$ cat config.mk
export PLATFORM = sky130hd
export DESIGN_NAME = fetch_ctrl_flat
export DESIGN_NICKNAME = d
export VERILOG_FILES = /design/src/rtl/fetch_ctrl_if.sv /design/src/rtl/fetch_ctrl.sv /design/src/flat_wrapper.sv
export SDC_FILE = /design/constraint.sdc
export NUM_CORES = 1
export LEC_CHECK = 0
export BUFFER_PORTS_ARGS = -buffer_cell sky130_fd_sc_hd__buf_2
export CORE_AREA = 5 5 214 216
export DETAILED_ROUTE_END_ITERATION = 6
export DIE_AREA = 0 0 219 221
export PLACE_DENSITY = 0.54
export SYNTH_ARGS = -nofsm -noshare
export SYNTH_HDL_FRONTEND = slang
export SYNTH_SLANG_ARGS = --single-unit
$ cat constraint.sdc
create_clock -name clk -period 1.85 [get_ports clk]
set_input_delay 0.0925 -clock clk [delete_from_list [all_inputs] [get_ports clk]]
set_output_delay 0.0925 -clock clk [all_outputs]
set_load 0.03 [all_outputs]
$ cat src/rtl/fetch_ctrl_if.sv
// Y86-64 fetch-stage bus: raw fetch fields, M/W redirect inputs,
// hazard controls, and the registered F/D outputs.
interface fetch_ctrl_if;
  logic [3:0]  f_icode;
  logic [3:0]  f_ifun;
  logic [3:0]  f_rA;
  logic [3:0]  f_rB;
  logic [63:0] f_valC;
  logic [63:0] f_valP;
  logic        f_instr_valid;
  logic        f_imem_error;
  logic        f_hlt;
  logic [3:0]  M_icode;
  logic        M_Cnd;
  logic [63:0] M_valA;
  logic [3:0]  W_icode;
  logic [63:0] W_valM;
  logic        F_stall;
  logic        D_stall;
  logic        D_bubble;
  logic [63:0] PC;
  logic [63:0] F_predPC;
  logic [2:0]  D_stat;
  logic [3:0]  D_icode;
  logic [3:0]  D_ifun;
  logic [3:0]  D_rA;
  logic [3:0]  D_rB;
  logic [63:0] D_valC;
  logic [63:0] D_valP;

  modport master (
    output f_icode, f_ifun, f_rA, f_rB,
    output f_valC, f_valP,
    output f_instr_valid, f_imem_error, f_hlt,
    output M_icode, M_Cnd, M_valA,
    output W_icode, W_valM,
    output F_stall, D_stall, D_bubble,
    input  PC, F_predPC, D_stat,
    input  D_icode, D_ifun, D_rA, D_rB,
    input  D_valC, D_valP
  );

  modport slave (
    input  f_icode, f_ifun, f_rA, f_rB,
    input  f_valC, f_valP,
    input  f_instr_valid, f_imem_error, f_hlt,
    input  M_icode, M_Cnd, M_valA,
    input  W_icode, W_valM,
    input  F_stall, D_stall, D_bubble,
    output PC, F_predPC, D_stat,
    output D_icode, D_ifun, D_rA, D_rB,
    output D_valC, D_valP
  );
endinterface

$ cat src/rtl/fetch_ctrl.sv
// Y86-64 fetch glue: PC select, next-PC prediction, status,
// field cleaning and the F/D pipeline register.
module fetch_ctrl #(
  parameter logic [63:0] RESET_PC = 64'h0
) (
  input logic         clk,
  input logic         rst_n,
  fetch_ctrl_if.slave bus
);

  localparam logic [3:0] I_HALT = 4'h0;
  localparam logic [3:0] I_NOP  = 4'h1;
  localparam logic [3:0] I_JXX  = 4'h7;
  localparam logic [3:0] I_CALL = 4'h8;
  localparam logic [3:0] I_RET  = 4'h9;
  localparam logic [3:0] R_NONE = 4'hF;

  localparam logic [2:0] S_AOK = 3'd1;
  localparam logic [2:0] S_HLT = 3'd2;
  localparam logic [2:0] S_ADR = 3'd3;
  localparam logic [2:0] S_INS = 3'd4;

  logic [63:0] pc;
  logic [63:0] pred;
  logic [63:0] pred_q;
  logic [2:0]  stat;
  logic        need_regids;
  logic        need_valC;
  logic        err;
  logic [3:0]  c_icode;
  logic [3:0]  c_ifun;
  logic [3:0]  c_rA;
  logic [3:0]  c_rB;
  logic [63:0] c_valC;

  logic [2:0]  d_stat;
  logic [3:0]  d_icode;
  logic [3:0]  d_ifun;
  logic [3:0]  d_rA;
  logic [3:0]  d_rB;
  logic [63:0] d_valC;
  logic [63:0] d_valP;

  // HLT status is derived from icode; the raw flag is redundant
  logic unused_hlt;
  assign unused_hlt = bus.f_hlt;

  // Mispredict outranks ret when both are in flight
  always_comb begin
    pc = pred_q;
    if (bus.M_icode == I_JXX && !bus.M_Cnd)
      pc = bus.M_valA;
    else if (bus.W_icode == I_RET)
      pc = bus.W_valM;
  end

  always_comb begin
    pred = bus.f_valP;
    if (bus.f_icode == I_JXX || bus.f_icode == I_CALL)
      pred = bus.f_valC;
  end

  always_comb begin
    need_regids = 1'b0;
    need_valC   = 1'b0;
    case (bus.f_icode)
      4'h2, 4'h6,
      4'hA, 4'hB: need_regids = 1'b1;
      4'h3, 4'h4,
      4'h5: begin
        need_regids = 1'b1;
        need_valC   = 1'b1;
      end
      4'h7, 4'h8: need_valC = 1'b1;
      default: ;
    endcase
  end

  always_comb begin
    stat = S_AOK;
    if (bus.f_imem_error)
      stat = S_ADR;
    else if (!bus.f_instr_valid)
      stat = S_INS;
    else if (bus.f_icode == I_HALT)
      stat = S_HLT;
  end

  assign err     = (stat == S_ADR) || (stat == S_INS);
  assign c_icode = err ? I_NOP : bus.f_icode;
  assign c_ifun  = err ? 4'h0 : bus.f_ifun;
  assign c_rA    = need_regids ? bus.f_rA : R_NONE;
  assign c_rB    = need_regids ? bus.f_rB : R_NONE;
  assign c_valC  = need_valC ? bus.f_valC : 64'h0;

  always_ff @(posedge clk or negedge rst_n) begin
    if (!rst_n)
      pred_q <= RESET_PC;
    else if (!bus.F_stall)
      pred_q <= pred;
  end

  always_ff @(posedge clk or negedge rst_n) begin
    if (!rst_n) begin
      d_stat  <= S_AOK;
      d_icode <= I_NOP;
      d_ifun  <= 4'h0;
      d_rA    <= R_NONE;
      d_rB    <= R_NONE;
      d_valC  <= 64'h0;
      d_valP  <= 64'h0;
    end else if (bus.D_stall) begin
      d_stat  <= d_stat;
    end else if (bus.D_bubble) begin
      d_stat  <= S_AOK;
      d_icode <= I_NOP;
      d_ifun  <= 4'h0;
      d_rA    <= R_NONE;
      d_rB    <= R_NONE;
      d_valC  <= 64'h0;
      d_valP  <= 64'h0;
    end else begin
      d_stat  <= stat;
      d_icode <= c_icode;
      d_ifun  <= c_ifun;
      d_rA    <= c_rA;
      d_rB    <= c_rB;
      d_valC  <= c_valC;
      d_valP  <= bus.f_valP;
    end
  end

  assign bus.PC       = pc;
  assign bus.F_predPC = pred_q;
  assign bus.D_stat   = d_stat;
  assign bus.D_icode  = d_icode;
  assign bus.D_ifun   = d_ifun;
  assign bus.D_rA     = d_rA;
  assign bus.D_rB     = d_rB;
  assign bus.D_valC   = d_valC;
  assign bus.D_valP   = d_valP;

endmodule

$ cat src/flat_wrapper.sv
// flat-port wrapper written by rule: the top's interface ports become plain ports
module fetch_ctrl_flat 
#(
  parameter logic [63:0] RESET_PC = 64'h0
)
  (clk, rst_n, bus_f_icode, bus_f_ifun, bus_f_rA, bus_f_rB, bus_f_valC, bus_f_valP, bus_f_instr_valid, bus_f_imem_error, bus_f_hlt, bus_M_icode, bus_M_Cnd, bus_M_valA, bus_W_icode, bus_W_valM, bus_F_stall, bus_D_stall, bus_D_bubble, bus_PC, bus_F_predPC, bus_D_stat, bus_D_icode, bus_D_ifun, bus_D_rA, bus_D_rB, bus_D_valC, bus_D_valP);
  fetch_ctrl_if bus_i ();
  input logic clk;
  input logic rst_n;
  input wire logic [$bits(bus_i.f_icode)-1:0] bus_f_icode;
  input wire logic [$bits(bus_i.f_ifun)-1:0] bus_f_ifun;
  input wire logic [$bits(bus_i.f_rA)-1:0] bus_f_rA;
  input wire logic [$bits(bus_i.f_rB)-1:0] bus_f_rB;
  input wire logic [$bits(bus_i.f_valC)-1:0] bus_f_valC;
  input wire logic [$bits(bus_i.f_valP)-1:0] bus_f_valP;
  input wire logic [$bits(bus_i.f_instr_valid)-1:0] bus_f_instr_valid;
  input wire logic [$bits(bus_i.f_imem_error)-1:0] bus_f_imem_error;
  input wire logic [$bits(bus_i.f_hlt)-1:0] bus_f_hlt;
  input wire logic [$bits(bus_i.M_icode)-1:0] bus_M_icode;
  input wire logic [$bits(bus_i.M_Cnd)-1:0] bus_M_Cnd;
  input wire logic [$bits(bus_i.M_valA)-1:0] bus_M_valA;
  input wire logic [$bits(bus_i.W_icode)-1:0] bus_W_icode;
  input wire logic [$bits(bus_i.W_valM)-1:0] bus_W_valM;
  input wire logic [$bits(bus_i.F_stall)-1:0] bus_F_stall;
  input wire logic [$bits(bus_i.D_stall)-1:0] bus_D_stall;
  input wire logic [$bits(bus_i.D_bubble)-1:0] bus_D_bubble;
  output wire logic [$bits(bus_i.PC)-1:0] bus_PC;
  output wire logic [$bits(bus_i.F_predPC)-1:0] bus_F_predPC;
  output wire logic [$bits(bus_i.D_stat)-1:0] bus_D_stat;
  output wire logic [$bits(bus_i.D_icode)-1:0] bus_D_icode;
  output wire logic [$bits(bus_i.D_ifun)-1:0] bus_D_ifun;
  output wire logic [$bits(bus_i.D_rA)-1:0] bus_D_rA;
  output wire logic [$bits(bus_i.D_rB)-1:0] bus_D_rB;
  output wire logic [$bits(bus_i.D_valC)-1:0] bus_D_valC;
  output wire logic [$bits(bus_i.D_valP)-1:0] bus_D_valP;
  assign bus_i.f_icode = bus_f_icode;
  assign bus_i.f_ifun = bus_f_ifun;
  assign bus_i.f_rA = bus_f_rA;
  assign bus_i.f_rB = bus_f_rB;
  assign bus_i.f_valC = bus_f_valC;
  assign bus_i.f_valP = bus_f_valP;
  assign bus_i.f_instr_valid = bus_f_instr_valid;
  assign bus_i.f_imem_error = bus_f_imem_error;
  assign bus_i.f_hlt = bus_f_hlt;
  assign bus_i.M_icode = bus_M_icode;
  assign bus_i.M_Cnd = bus_M_Cnd;
  assign bus_i.M_valA = bus_M_valA;
  assign bus_i.W_icode = bus_W_icode;
  assign bus_i.W_valM = bus_W_valM;
  assign bus_i.F_stall = bus_F_stall;
  assign bus_i.D_stall = bus_D_stall;
  assign bus_i.D_bubble = bus_D_bubble;
  assign bus_PC = bus_i.PC;
  assign bus_F_predPC = bus_i.F_predPC;
  assign bus_D_stat = bus_i.D_stat;
  assign bus_D_icode = bus_i.D_icode;
  assign bus_D_ifun = bus_i.D_ifun;
  assign bus_D_rA = bus_i.D_rA;
  assign bus_D_rB = bus_i.D_rB;
  assign bus_D_valC = bus_i.D_valC;
  assign bus_D_valP = bus_i.D_valP;
  fetch_ctrl #(.RESET_PC(RESET_PC)) u_core (.clk(clk), .rst_n(rst_n), .bus(bus_i));
endmodule
# == Yosys cells after proc, flatten, opt, wreduce, memory -nomap -nowiden ==
# Index checks and enable logic that the tools add are counted.
# totals
register_bits,211
in_bits,289
word_cells,48
out_inout_bits,275
# op_classes
n_mux,20
reduce_logical,7
n_eq_ne,13
# op_table
cell,count
2-to-1 mux 64 bit,6
2-to-1 mux 4 bit,8
equality test 4 x 3 -> 1 bit (second input constant),5
equality test 4 bit (second input constant),4
2-to-1 mux 3 bit,3
equality test 4 x 2 -> 1 bit (second input constant),2
OR reduction 7 bit,1
OR reduction 5 bit,1
logical NOT 4 bit,1
equality test 3 x 2 -> 1 bit (second input constant),1
equality test 3 bit (second input constant),1
logical OR 1 bit,2
2-to-1 mux 1 bit,2
2-to-1 mux 2 bit,1
logical AND 1 bit,1
logical NOT 1 bit,1

# == Logic depth before layout (Yosys ltp) ==
# logic_depth
depth_word,8
ltp_mapped,6

# == Least setup slack after synthesis ==
# No wires, ideal clock.
# synth_path
kind,input port to output port
startpoint,input port bus_W_icode[1]
endpoint,output port bus_PC[10]
arrival_time_ps,1563
cell_stages,5
required_ps,1757
setup_slack_ps,194
cell_sequence,nor4bb_1 -> clkbuf_1 -> buf_2 -> mux2_2 -> mux2_2
# synth_via
elab_chain_cells,3
# synth_lines
element,line_no,rtl
start: declaration,flat_wrapper.sv:22,input wire logic [$bits(bus_i.W_icode)-1:0] bus_W_icode;
equality test 4 bit,fetch_ctrl.sv:53,else if (bus.W_icode == I_RET)
2-to-1 mux 64 bit,fetch_ctrl.sv:53,
2-to-1 mux 64 bit,fetch_ctrl.sv:51,if (bus.M_icode == I_JXX && !bus.M_Cnd)
end: declaration,flat_wrapper.sv:27,output wire logic [$bits(bus_i.PC)-1:0] bus_PC;
# No other way between the ends.

# == Worst setup path after layout ==
# layout_path
startpoint,input port bus_W_icode[1]
endpoint,output port bus_PC[42]
# The elaborated chain is that of the path after synthesis.

==> flow_metrics.tcl <==
set metrics [dict create \
    status "complete, no violations" \
    layout_min_cycle_time_ps 1840 \
    tightest_slew_ps 616 \
    syn_avg_cell_area_sq_um 10.5 \
    path_class "in2out" \
    slew-limit-headroom_pct 58.9 \
    wl_um 49900 \
    grt_max_degree 127 \
    place_area_sq_um 14900 \
    final_common_cell "buf_2" \
    drive_above_1_share_pct 47.8 \
    antenna_found_initial 3 \
    grt-ovfl-total 0 \
    hpwl_um 35600 \
    place.gp.congestion 0.935 \
    ys_seq_area_share_pct 47.2 \
    vias 11472 \
    nets 2045 \
    maxCapViolations 0 \
    insertion_delay_ps 540 \
    area_growth_pct 55.9 \
    row_count 77 \
    core_area_sq_um 43700 \
    finalSetupViolCount 0 \
    critPathCaptureType "output pin" \
    pin_count 564 \
    layout_common_cells "555 x buf_2, 199 x dfrtp_1, 194 x nand2_1" \
    dp.cells 2156 \
    dieArea_sq_um 48400 \
    slew_violations 0 \
    tritoncts "built" \
    skew_ps 0 \
    drc 0 \
    hold_viol_final 0 \
    synth.net_count 1354 \
    clock.fmax_mhz 543 \
    cp-start-kind "input pin" \
    h-tree-depth 1 \
    grt_pass1_wl_um 74300 \
    cts_buffer_depth 3 \
    portBuffers 562 \
    synthesis.area_sq_um 11200 \
    clk_pin_slew_ps 60 \
    dieWidth_um 219 \
    root_buffer "clkbuf_16" \
    cp_max_fo 28 \
    die_height_um 221 \
    grt_pass1_vias 12159 \
    hold_path.class "in2async" \
    grt_setup_unrepaired "true" \
    ys_types 32 \
    post-route-period-util_pct 99.6 \
    yosysWarnings 0 \
    ys_ff_latch 211 \
    p_per_area_nw_per_um2 831 \
    drt-initial-drc-count 709 \
    clock-sinks 211 \
    ant_nets 0 \
    initial_utilization_pct 25.6 \
    grt_use_total_pct 19.4 \
    first_pass_iters 5 \
    final_area_sq_um 17500 \
    avgRoutedWirePerCell_um 21.1 \
    numCtsBuffers 26 \
    p_leak_nw 8.53 \
    arrival_ps 1750 \
    final_cells 2370 \
    viasPerCell 4.84 \
    cp.required_ps 1760 \
    peakVddDrop_mv 0.673 \
    syn_inst 1065 \
]
==> power by group <==
part | switching (W) | leakage (nW) | internal (W)
registers | 0.000297 | 2.71 | 0.00500
clock network | 0.00210 | 0.439 | 0.00307
logic | 0.00251 | 5.38 | 0.00155
==> layer usage <==
| metal | part of all wire, % | vias to the layer above | wire [um] | GRT usage, % |
|---|---|---|---|---|
| met5 | 0 | - | 0 | 0 |
| met4 | 2.9 | 0 | 1450 | 5.77 |
| met3 | 6.4 | 80 | 3190 | 3.69 |
| met2 | 49 | 448 | 24500 | 32.8 |
| met1 | 42 | 5694 | 20800 | 25.2 |
| li1 | - | 5250 | - | - |
==> final cells by class <==
cell class / count / area (sq um)
diodes: 2 / 5.00
repair buffers: 771 / 5040
flip-flops and latches: 211 / 5300
fillers: 4360 / 26300
clock buffers: 41 / 828
clock inverters: 7 / 45.0
well taps: 592 / 741
multi-input cells: 679 / 5270
inverters: 67 / 251
==> logic make-up after synthesis <==
family                 Yosys count  share of synthesized area (%)
AOI/OAI and AO/OA              217                           17.5
muxes                          129                           12.9
DFF                            211                           47.2
and+or+nand+nor                333                           15.9
buffers and inverters          175                           6.51
==> registers in the layout (all words and copies together) (netlist names) <==
register,count
u_core.bus.F_predPC,64
u_core.bus.D_ifun,4
u_core.bus.D_icode,4
u_core.bus.D_stat,3
u_core.bus.D_rA,4
u_core.bus.D_rB,4
u_core.bus.D_valP,64
u_core.bus.D_valC,64
==> stage by stage <==
stage / util (%) / setup TNS, ps / setup slack [ps] / total power, W / hold WS (ps)
final: 39.9 / 0 / 7.30 / 0.0145 / 128
after global routing: 39.9 / -467 / -36.6 / 0.0152 / 146
after detailed placement: 34.0 / 0 / 48.3 / 0.00910 / 98.7
after floorplan: - / 0 / 194 / 0.00757 / -203
after CTS: 39.7 / 0 / 9.06 / 0.0146 / 92.9
after global placement: 34.0 / 0 / 70.1 / 0.00906 / 99.8
==> path summary, 6_finish.rpt <==
path                                       from               endpoint  slack, ps  cells past startpoint
max                              bus_W_icode[1]             bus_PC[42]          7                      7
min in group clk                 bus_f_icode[0]   u_core.bus.D_stat[0]        130                      5
max in group asynchronous                 rst_n     u_core.bus.D_rA[3]       1040                      3
min                                       rst_n  u_core.bus.D_valC[21]        130                      2
min reg2reg                u_core.bus.D_stat[0]   u_core.bus.D_stat[0]        470                      2
max reg2reg                u_core.bus.D_ifun[1]   u_core.bus.D_ifun[1]        540                      2
==> cells in the mapped netlist, drive strengths merged <==
| cell | number | share of area (%) |
|---|---|---|
| a22o | 7 | 0.55 |
| or4b | 1 | 0.089 |
| nand2b | 64 | 3.6 |
| a2bb2oi | 1 | 0.078 |
| dfstp | 10 | 2.3 |
| a2111oi | 1 | 0.078 |
| nor4bb | 2 | 0.18 |
| nand4b | 65 | 5.1 |
| or4 | 1 | 0.067 |
| nor4 | 1 | 0.056 |
| o21a | 1 | 0.067 |
| nand2 | 195 | 6.5 |
| nor4b | 1 | 0.13 |
| inv | 66 | 2.2 |
| mux2i | 1 | 0.089 |
| o41ai | 65 | 5.1 |
| clkinv | 1 | 0.033 |
| dfrtp | 201 | 45 |
| clkbuf | 84 | 2.8 |
| mux2 | 128 | 13 |
| o311ai | 64 | 7.7 |
| buf | 24 | 1.5 |
| a21oi | 4 | 0.21 |
| and2 | 1 | 0.056 |
| or2 | 2 | 0.11 |
| o32a | 8 | 0.71 |
| o21ai | 66 | 2.9 |
==> critical path, stage by stage <==
cell	delay (ps)
buf_2	110
nor4bb_4	290
buf_4	170
buf_12	180
mux2_2	370
mux2_2	280
buf_2	180
==> what timing repair did <==
item	in CTS	in global routing
gates cloned	0	1
pin swaps	0	1
hold buffers	159	0
endpoints found under the hold margin	401	0
buffers inserted	0	4
endpoints found under the setup margin	1	43
gates resized for setup	1	18
(Power assumes the default switching activity.)
